### config.mk
export PLATFORM = sky130hd
export DESIGN_NAME = cache_arbiter
export DESIGN_NICKNAME = d
export VERILOG_FILES = /design/src/rtl/cache_arbiter.sv
export SDC_FILE = /design/constraint.sdc
export NUM_CORES = 1
export LEC_CHECK = 0
export ABC_AREA = 1
export ABC_CLOCK_PERIOD_IN_PS = 1600
export CAP_MARGIN = 40
export CORE_AREA = 2 2 557 559
export CTS_CLUSTER_DIAMETER = 200
export DETAILED_ROUTE_END_ITERATION = 7
export DIE_AREA = 0 0 559 561
export PLACE_DENSITY = 0.35
export SETUP_SLACK_MARGIN = 0.3
export SKIP_CTS_REPAIR_TIMING = 1
export SYNTH_ARGS = -nofsm -noshare
export SYNTH_HDL_FRONTEND = slang
export SYNTH_SLANG_ARGS = --single-unit
### constraint.sdc
create_clock -name clk -period 1.6 [get_ports clk]
set_input_delay 0.24 -clock clk [delete_from_list [all_inputs] [get_ports clk]]
set_output_delay 0.24 -clock clk [all_outputs]
set_load 0.02 [all_outputs]
### src/rtl/cache_arbiter.sv
// rtl/cache_arbiter.sv - round-robin arbiter sharing one memory line port between I-cache and D-cache
//
// Purpose: accepts whole-line requests from the I-cache (read only) and the
// D-cache (read or writeback), serialises them one at a time onto the memory
// line port, and returns the completion (and read line) to the granted cache.
//
// Ports:
//   clk, rst          clock (rising edge), asynchronous active-low reset
//   i_pmem_*          I-cache side: read request/address in, rdata/resp out
//   d_pmem_*          D-cache side: read/write request, address, wdata in,
//                     rdata/resp out
//   pmem_*            memory side: read/write/address/wdata out (registered),
//                     rdata/resp in
//   i_grant_count     wrapping count of grants given to the I-cache
//   d_grant_count     wrapping count of grants given to the D-cache

module cache_arbiter #(
  parameter int LINE_WIDTH = 256,
  parameter int ADDR_WIDTH = 32,
  parameter int CNT_WIDTH  = 16
) (
  input  logic                  clk,
  input  logic                  rst,

  input  logic                  i_pmem_read,
  input  logic [ADDR_WIDTH-1:0] i_pmem_address,
  output logic [LINE_WIDTH-1:0] i_pmem_rdata,
  output logic                  i_pmem_resp,

  input  logic                  d_pmem_read,
  input  logic                  d_pmem_write,
  input  logic [ADDR_WIDTH-1:0] d_pmem_address,
  input  logic [LINE_WIDTH-1:0] d_pmem_wdata,
  output logic [LINE_WIDTH-1:0] d_pmem_rdata,
  output logic                  d_pmem_resp,

  output logic                  pmem_read,
  output logic                  pmem_write,
  output logic [ADDR_WIDTH-1:0] pmem_address,
  output logic [LINE_WIDTH-1:0] pmem_wdata,
  input  logic [LINE_WIDTH-1:0] pmem_rdata,
  input  logic                  pmem_resp,

  output logic [CNT_WIDTH-1:0]  i_grant_count,
  output logic [CNT_WIDTH-1:0]  d_grant_count
);

  // Byte-offset bits inside one line; these are cleared on the memory address.
  localparam int OFFS_BITS = $clog2(LINE_WIDTH / 8);
  localparam logic [ADDR_WIDTH-1:0] LINE_MASK =
    {{(ADDR_WIDTH - OFFS_BITS){1'b1}}, {OFFS_BITS{1'b0}}};

  typedef enum logic [1:0] {
    IDLE    = 2'd0,
    SERVE_I = 2'd1,
    SERVE_D = 2'd2,
    DONE    = 2'd3
  } state_t;

  state_t                state;
  logic                  last_grant_d;  // 1: D-cache was served last, 0: I-cache
  logic                  served_d;      // client owning the current transaction
  logic [LINE_WIDTH-1:0] line_buf;

  logic i_req;
  logic d_req;
  logic pick_i;
  logic pick_d;

  // Grant decision, only acted on in IDLE. On a tie the client that was not
  // served last wins; after reset last_grant_d=0 so the first tie goes to D.
  always_comb begin
    i_req  = i_pmem_read;
    d_req  = d_pmem_read | d_pmem_write;
    pick_d = d_req && (!i_req || !last_grant_d);
    pick_i = i_req && !pick_d;
  end

  // Both caches see the shared line buffer; each only looks at it during its
  // own resp pulse.
  assign i_pmem_rdata = line_buf;
  assign d_pmem_rdata = line_buf;

  always_ff @(posedge clk or negedge rst) begin
    if (!rst) begin
      state         <= IDLE;
      last_grant_d  <= 1'b0;
      served_d      <= 1'b0;
      line_buf      <= '0;
      pmem_read     <= 1'b0;
      pmem_write    <= 1'b0;
      pmem_address  <= '0;
      pmem_wdata    <= '0;
      i_pmem_resp   <= 1'b0;
      d_pmem_resp   <= 1'b0;
      i_grant_count <= '0;
      d_grant_count <= '0;
    end else begin
      case (state)
        IDLE: begin
          if (pick_d) begin
            // A simultaneous read+write from the D-cache is served as a write.
            state         <= SERVE_D;
            served_d      <= 1'b1;
            pmem_address  <= d_pmem_address & LINE_MASK;
            pmem_wdata    <= d_pmem_wdata;
            pmem_write    <= d_pmem_write;
            pmem_read     <= !d_pmem_write;
            d_grant_count <= d_grant_count + 1'b1;
          end else if (pick_i) begin
            state         <= SERVE_I;
            served_d      <= 1'b0;
            pmem_address  <= i_pmem_address & LINE_MASK;
            pmem_write    <= 1'b0;
            pmem_read     <= 1'b1;
            i_grant_count <= i_grant_count + 1'b1;
          end
        end

        // Requests are not looked at here: the transaction runs to completion
        // even if the client withdraws its request.
        SERVE_I, SERVE_D: begin
          if (pmem_resp) begin
            if (pmem_read) begin
              line_buf <= pmem_rdata;
            end
            pmem_read   <= 1'b0;
            pmem_write  <= 1'b0;
            i_pmem_resp <= !served_d;
            d_pmem_resp <= served_d;
            state       <= DONE;
          end
        end

        DONE: begin
          i_pmem_resp  <= 1'b0;
          d_pmem_resp  <= 1'b0;
          last_grant_d <= served_d;
          state        <= IDLE;
        end

        default: begin
          state <= IDLE;
        end
      endcase
    end
  end

`ifndef SYNTHESIS
  // Read and write together from the D-cache is a client bug; the write wins.
  a_d_rw_exclusive: assert property (
    @(posedge clk) disable iff (!rst) !(d_pmem_read && d_pmem_write)
  );
`endif

endmodule

==> results of run 1 <==
==> power groups by stage <==
| stage | Clock, mW | Combinational, mW | Sequential [mW] |
|---|---|---|---|
| floorplan | 0 | 18.7 | 34.2 |
| global placement | 0 | 54.9 | 28.7 |
| detailed placement | 0 | 54.8 | 28.8 |
| CTS | 20.8 | 55.0 | 28.8 |
| global route | 21.3 | 62.8 | 31.5 |
| finish | 19.8 | 58.9 | 30.7 |
==> placed cells by master, fill, tap and decap left out, drive strengths merged <==
master	count
buf	1055
nand2	893
dfrtp	579
clkdlybuf4s50	570
mux2	256
dlygate4sd3	162
clkbuf	134
nor2	66
a21oi	54
inv	46
dlymetal6s2s	38
diode	29
nand3	20
xor2	16
nand4	8
bufinv	8
o21ai	8
clkinv	8
conb	5
clkinvlp	4
ha	4
o22ai	2
nor3	2
xnor2	2
o31ai	1
a21boi	1
or2	1
==> state kept, by name, indices dropped and copies added, names as in the netlist <==
signal         cells
d_pmem_rdata     256
pmem_wdata       256
pmem_address      27
d_grant_count     16
i_grant_count     16
state              2
d_pmem_resp        1
i_pmem_resp        1
last_grant_d       1
pmem_read          1
pmem_write         1
served_d           1
==> worst max-delay path, stage by stage, from the launching register on <==
cell       delay [ns]
dfrtp_1          0.39
inv_2            0.07
ha_4             0.21
nand2_4          0.09
clkinv_8         0.13
nand2_8          0.14
buf_12           0.15
clkbuf_16        0.20
mux2_2           0.34
==> cell type report <==
cell class / count / share of cell area
repair buffers: 1837 / 0.390
multi-input cells: 1339 / 0.154
inverters: 41 / 0.00346
clock buffers: 122 / 0.0492
well taps: 4120 / 0.102
diodes: 29 / 0.00144
flip-flops and latches: 579 / 0.292
clock inverters: 25 / 0.00723
==> path summary, 6_finish.rpt <==
kind	depth (start not counted)	startpoint	slack, ns	endpoint
max	8	state[0]$_DFFE_PN0P_	-0.34	d_pmem_rdata[47]$_DFFE_PN0P_
min	3	d_pmem_wdata[133]	0.03	pmem_wdata[133]$_DFFE_PN0P_
max reg2reg	8	state[0]$_DFFE_PN0P_	-0.34	d_pmem_rdata[47]$_DFFE_PN0P_
min reg2reg	1	served_d$_DFFE_PN0P_	0.45	i_pmem_resp$_DFFE_PN0P_
max in group asynchronous	4	rst	0.68	d_pmem_rdata[104]$_DFFE_PN0P_
min in group asynchronous	3	rst	0.12	pmem_wdata[153]$_DFFE_PN0P_
==> cells in the mapped netlist, drive strengths merged <==
master | count | area (um^2)
conb | 1 | 3.75
nand3 | 20 | 105
buf | 351 | 2610
clkbuf | 8 | 30.0
xor2 | 16 | 140
dfrtp | 579 | 14500
mux2 | 256 | 2880
nor2 | 66 | 248
o21ai | 8 | 40.0
xnor2 | 2 | 17.5
o22ai | 2 | 12.5
ha | 4 | 50.1
inv | 41 | 154
o31ai | 1 | 7.51
nand4 | 8 | 50.1
nor3 | 2 | 10.0
a21oi | 54 | 270
a21boi | 1 | 7.51
nand2 | 889 | 3340
or2 | 1 | 6.26
==> through the flow <==
stage	utilization	area [um^2]
5_1_grt	0.163	50300
3_3_place_gp	0.139	42800
3_5_place_dp	0.139	42800
6_report	0.164	50300
2_1_floorplan	-	24600
4_1_cts	0.148	45600
==> cell families (layout without fill, tap and decap cells) <==
logic type | count (synthesis) | count (layout) | share of synthesized area
AO/OA/AOI/OAI | 66 | 66 | 0.0138
XOR/XNOR | 18 | 18 | 0.00644
adder cells (fa/ha/maj) | 4 | 4 | 0.00205
buffers and inverters | 400 | 2025 | 0.114
flip-flops | 579 | 579 | 0.592
multiplexers | 256 | 256 | 0.118
other | 1 | 34 | 0.000153
AND/OR/NAND/NOR | 986 | 990 | 0.154
==> metal layers <==
layer | vias up | part of all wire | GRT usage
li1 | 10200 | - | -
met1 | 11400 | 0.39 | 0.129
met2 | 1338 | 0.44 | 0.177
met3 | 369 | 0.14 | 0.0704
met4 | 34 | 0.037 | 0.0339
met5 | - | 0.0012 | 0
==> results.tsv, run 1 <==
stage	metric	value	unit
cells_and_area	Area Overhead vs Synth	106	%
cells_and_area	final net count	4469	
sta	Least-Margin Pin Slew	0.718	ns
grt	vias in the first global route	22900	
grt	gr usage total	0.114	
placement	IO buf count	1402	
cells_and_area	footprint of the multi-input gates	0.00773	mm^2
sta	clock skew	0.0328	ns
power	Clk network pwr share	0.181	
synthesis	average size of a mapped cell	10.6	um^2
clock_tree	TritonCTS buffer count	85	
floorplanning	die area	0.314	mm^2
placement	RePlAce Congestion	0.873	
floorplanning	area of the core	0.308	mm^2
sta	TNS Setup	-73.75	ns
power	peak supply drop	901	uV
power	Seq pwr share	0.281	
sta	Final Hold Fails	0	
grt	largest net degree at the start of global routing	66	
outcome	run status	complete, but fails checks	
synthesis	number of synthesized register bits	579	
sta	Final Slew Violations	0	
drt	DRT Wirelength	191000	um
power	switching portion of total power	0.426	
grt	gr ovfl total	0	
clock_tree	clk buf depth	4	
cells_and_area	layout cells sized above 1	0.413	
setup_path	critical path data arrival time	2.57	ns
sta	hold slack	0.0284	ns
synthesis	sequential-to-total area share from yosys stat	0.592	
sta	final setup violating endpoints	473	
power	pwr/cell area	2170	mW/mm^2
sta	RSZ-0062 raised after global routing	yes	
drt	DR vias/cell	2.89	
sta	slew margin rel.	0.521	
floorplanning	# IOs	1418	
cells_and_area	FF+latch area	0.0147	mm^2
placement	DP Cell Count	7614	
outcome	failing checks	setup timing	
floorplanning	starting density of the core	0.0796	
clock_tree	clk slew on worst S/H paths	0.06	ns
synthesis	Post-Syn Area	0.0245	mm^2
power	Lkg Pwr	23.1	nW
setup_path	crit end category	register	
hold_path	hold crit path type	input port to register	
setup_path	kind of critical path	register to register	
sta	crit share post-route	1.21	
power	Net Switching	46.6	mW
flow_run	MaxCap Viol Count	0	
floorplanning	DIE HEIGHT	561	um
clock_tree	CTS tree	done	
power	combinational power share	0.538	
grt	initial antenna violation count	130	
sta	setup ws final	-0.337	ns
clock_tree	H-tree levels	3	
drt	post-route ant nets	0	
drt	WL per Instance	23.7	um
sta	Period minus WS final	1.94	ns
cells_and_area	non-filler instance count after layout	8092	
setup_path	Worst Path Required	2.23	ns
grt	first-pass GRT wire length	237000	um
synthesis	warnings from Yosys	0	
drt	total number of vias	23400	
setup_path	largest driver fanout on the critical path	17	
sta	Fmax	516	MHz
clock_tree	Worst-Skew Late Latency	0.78	ns
clock_tree	CTS Sinks	579	
placement	Post-Place Worst Slack	-0.551	ns
drt	Detailed Routing Iterations Pass 1	5	
cells_and_area	Fillers	34300	
setup_path	CP Launch Type	register	
drt	# DRC	0	
synthesis	Netlist cell types	27	
power	P_int	62.8	mW
synthesis	Cells after Synth	2310	
floorplanning	Rows	204	
drt	DR iter-0 viols	1111	
power	total power draw	109	mW
placement	hpwl dp	160000	um
clock_tree	CTS Root Cell	clkbuf_16	
floorplanning	Die Width	559	um
(Power assumes the default switching activity.)
==> inputs of run 2 (changes only) <==
- CORE_AREA: 2 2 557 559 -> 3 3 558 560
- DIE_AREA: 0 0 559 561 -> 0 0 561 563
==> run 2 against run 1 <==
Effect of this change: the flow still finishes with violations (setup timing); sequential cell count is the same; final cell count fell by 1.1%; wire length grew 3.9%; sequential power up 2%; highest routed layer unchanged; largest power group unchanged; largest cell class unchanged; utilization down 0.32 points; clock skew is 0.018 ns higher.
==> results.tsv, run 2 (same netlist as run 1, synthesis figures left out) <==
stage	metric	value	unit
setup_path	kind of critical path	register to register	
drt	post-route ant nets	0	
clock_tree	CTS Sinks	579	
sta	clock skew	0.0509	ns
clock_tree	Worst-Skew Late Latency	0.78	ns
floorplanning	DIE HEIGHT	563	um
sta	crit share post-route	1.18	
drt	top sig layer	met5	
cells_and_area	footprint of the multi-input gates	0.00741	mm^2
clock_tree	clk slew on worst S/H paths	0.06	ns
placement	RePlAce Congestion	0.859	
clock_tree	CTS Root Cell	clkbuf_16	
drt	Detailed Routing Iterations Pass 1	5	
cells_and_area	most frequent cells in the layout	nand2_1, buf_6, clkdlybuf4s50_1	
setup_path	Worst Path Required	2.23	ns
power	pwr/cell area	2190	mW/mm^2
clock_tree	H-tree levels	3	
setup_path	critical path data arrival time	2.51	ns
floorplanning	die area	0.316	mm^2
grt	initial antenna violation count	145	
cells_and_area	most common cell after layout, fill and taps aside	nand2_1	
drt	total number of vias	23100	
sta	Final Hold Fails	0	
grt	gr usage total	0.119	
drt	metal2 WL	92500	um
setup_path	crit path from	state[0]$_DFFE_PN0P_	
cells_and_area	Area Overhead vs Synth	101	%
grt	vias in the first global route	23000	
floorplanning	Die Width	561	um
sta	Final Slew Violations	0	
placement	Post-Place Worst Slack	-0.757	ns
drt	DR iter-0 viols	1088	
drt	DRT Wirelength	199000	um
sta	final setup violating endpoints	504	
sta	Period minus WS final	1.88	ns
outcome	failing checks	setup timing	
clock_tree	clk buf depth	4	
drt	M1 WL	79600	um
hold_path	hold_sp	d_pmem_wdata[251]	
placement	hpwl dp	171000	um
floorplanning	Rows	203	
outcome	run status	complete, but fails checks	
setup_path	crit end category	register	
sta	hold slack	0.0170	ns
setup_path	Critical R2R Launch	state[0]$_DFFE_PN0P_	
power	peak supply drop	1020	uV
power	Lkg Pwr	22.0	nW
grt	largest net degree at the start of global routing	58	
drt	DR WL met3	21600	um
hold_path	hold crit path type	input port to register	
clock_tree	TritonCTS buffer count	83	
cells_and_area	layout cells sized above 1	0.428	
setup_path	CP Launch Type	register	
cells_and_area	final net count	4422	
grt	first-pass GRT wire length	248000	um
drt	# DRC	0	
clock_tree	CTS tree	done	
flow_run	MaxCap Viol Count	0	
floorplanning	area of the core	0.306	mm^2
floorplanning	starting density of the core	0.0799	
setup_path	largest driver fanout on the critical path	7	
grt	gr ovfl total	0	
placement	IO buf count	1402	
floorplanning	# IOs	1418	
drt	WL per Instance	24.8	um
drt	DR vias/cell	2.89	
sta	Fmax	531	MHz
cells_and_area	FF+latch area	0.0147	mm^2
cells_and_area	Fillers	34300	
sta	setup ws final	-0.284	ns
sta	RSZ-0062 raised after global routing	yes	
[run 2: cell count changes in the layout (fill, tap and decap cells not counted), moves of 6 or more]
| cell | previous run | this run |
|---|---|---|
| mux2_2 | 137 | 205 |
| buf_4 | 299 | 305 |
| mux2_4 | 105 | 36 |
| clkbuf_16 | 98 | 88 |
| dfrtp_2 | 169 | 184 |
| clkinv_2 | 6 | 13 |
| dlymetal6s2s_1 | 38 | 2 |
| clkbuf_2 | 1 | 13 |
| dfrtp_1 | 409 | 395 |
| dlygate4sd3_1 | 162 | 127 |
| diode_2 | 29 | 7 |
| buf_6 | 663 | 680 |
[run 2: critical path: stages (launching register included)]
cell       delay [ns]
dfrtp_1          0.36
inv_2            0.05
ha_4             0.27
nand2_4          0.05
inv_4            0.07
nand2_8          0.09
buf_16           0.18
buf_16           0.17
clkbuf_16        0.18
mux2_4           0.29
[run 2: final cells by class]
type	count	share of cell area
flip-flops and latches	579	0.299
diodes	7	0.000356
repair buffers	1796	0.387
multi-input cells	1335	0.151
well taps	4100	0.104
clock inverters	30	0.00667
inverters	41	0.00333
clock buffers	116	0.0485
[run 2: stage by stage]
step	util	power [mW]	setup TNS [ns]	instances	area, um^2
floorplan	-	52.9	0	2314	24600
global placement	0.140	84.4	-294.54	7607	42900
detailed placement	0.140	84.3	-302.47	7607	42900
CTS	0.149	104	-478.16	7753	45600
global route	0.160	114	-149.84	7999	49200
finish	0.161	108	-60.93	8004	49200
[run 2: per-layer routing]
layer  vias up  global-route usage
met1     11200               0.142
met3       368              0.0534
met4        30              0.0200
met2      1344               0.200
met5         -                   0
li1      10100                   -
[run 2: where the power goes]
| part | switching [mW] | leakage (nW) | total, mW | internal, mW |
|---|---|---|---|---|
| Sequential | 9.29 | 6.90 | 31.3 | 22.0 |
| Clock | 7.65 | 1.32 | 18.7 | 11.1 |
| Combinational | 29.6 | 13.8 | 57.6 | 28.0 |
[run 2: worst paths after layout]
check / end / slack [ns] / cells after the start
worst max-delay path: d_pmem_rdata[103]$_DFFE_PN0P_ / -0.28 / 9
min in group asynchronous: pmem_wdata[207]$_DFFE_PN0P_ / 0.07 / 3
worst max register to register: d_pmem_rdata[103]$_DFFE_PN0P_ / -0.28 / 9
worst min register to register: i_pmem_resp$_DFFE_PN0P_ / 0.47 / 1
max in group asynchronous: d_pmem_rdata[37]$_DFFE_PN0P_ / 0.72 / 4
worst min-delay path: pmem_wdata[251]$_DFFE_PN0P_ / 0.02 / 3
==> inputs of run 3 (changes only) <==
- SLEW_MARGIN: default -> 25
==> results of run 3 <==
No change in the layout: final DEF, timing and power equal those of run 2.
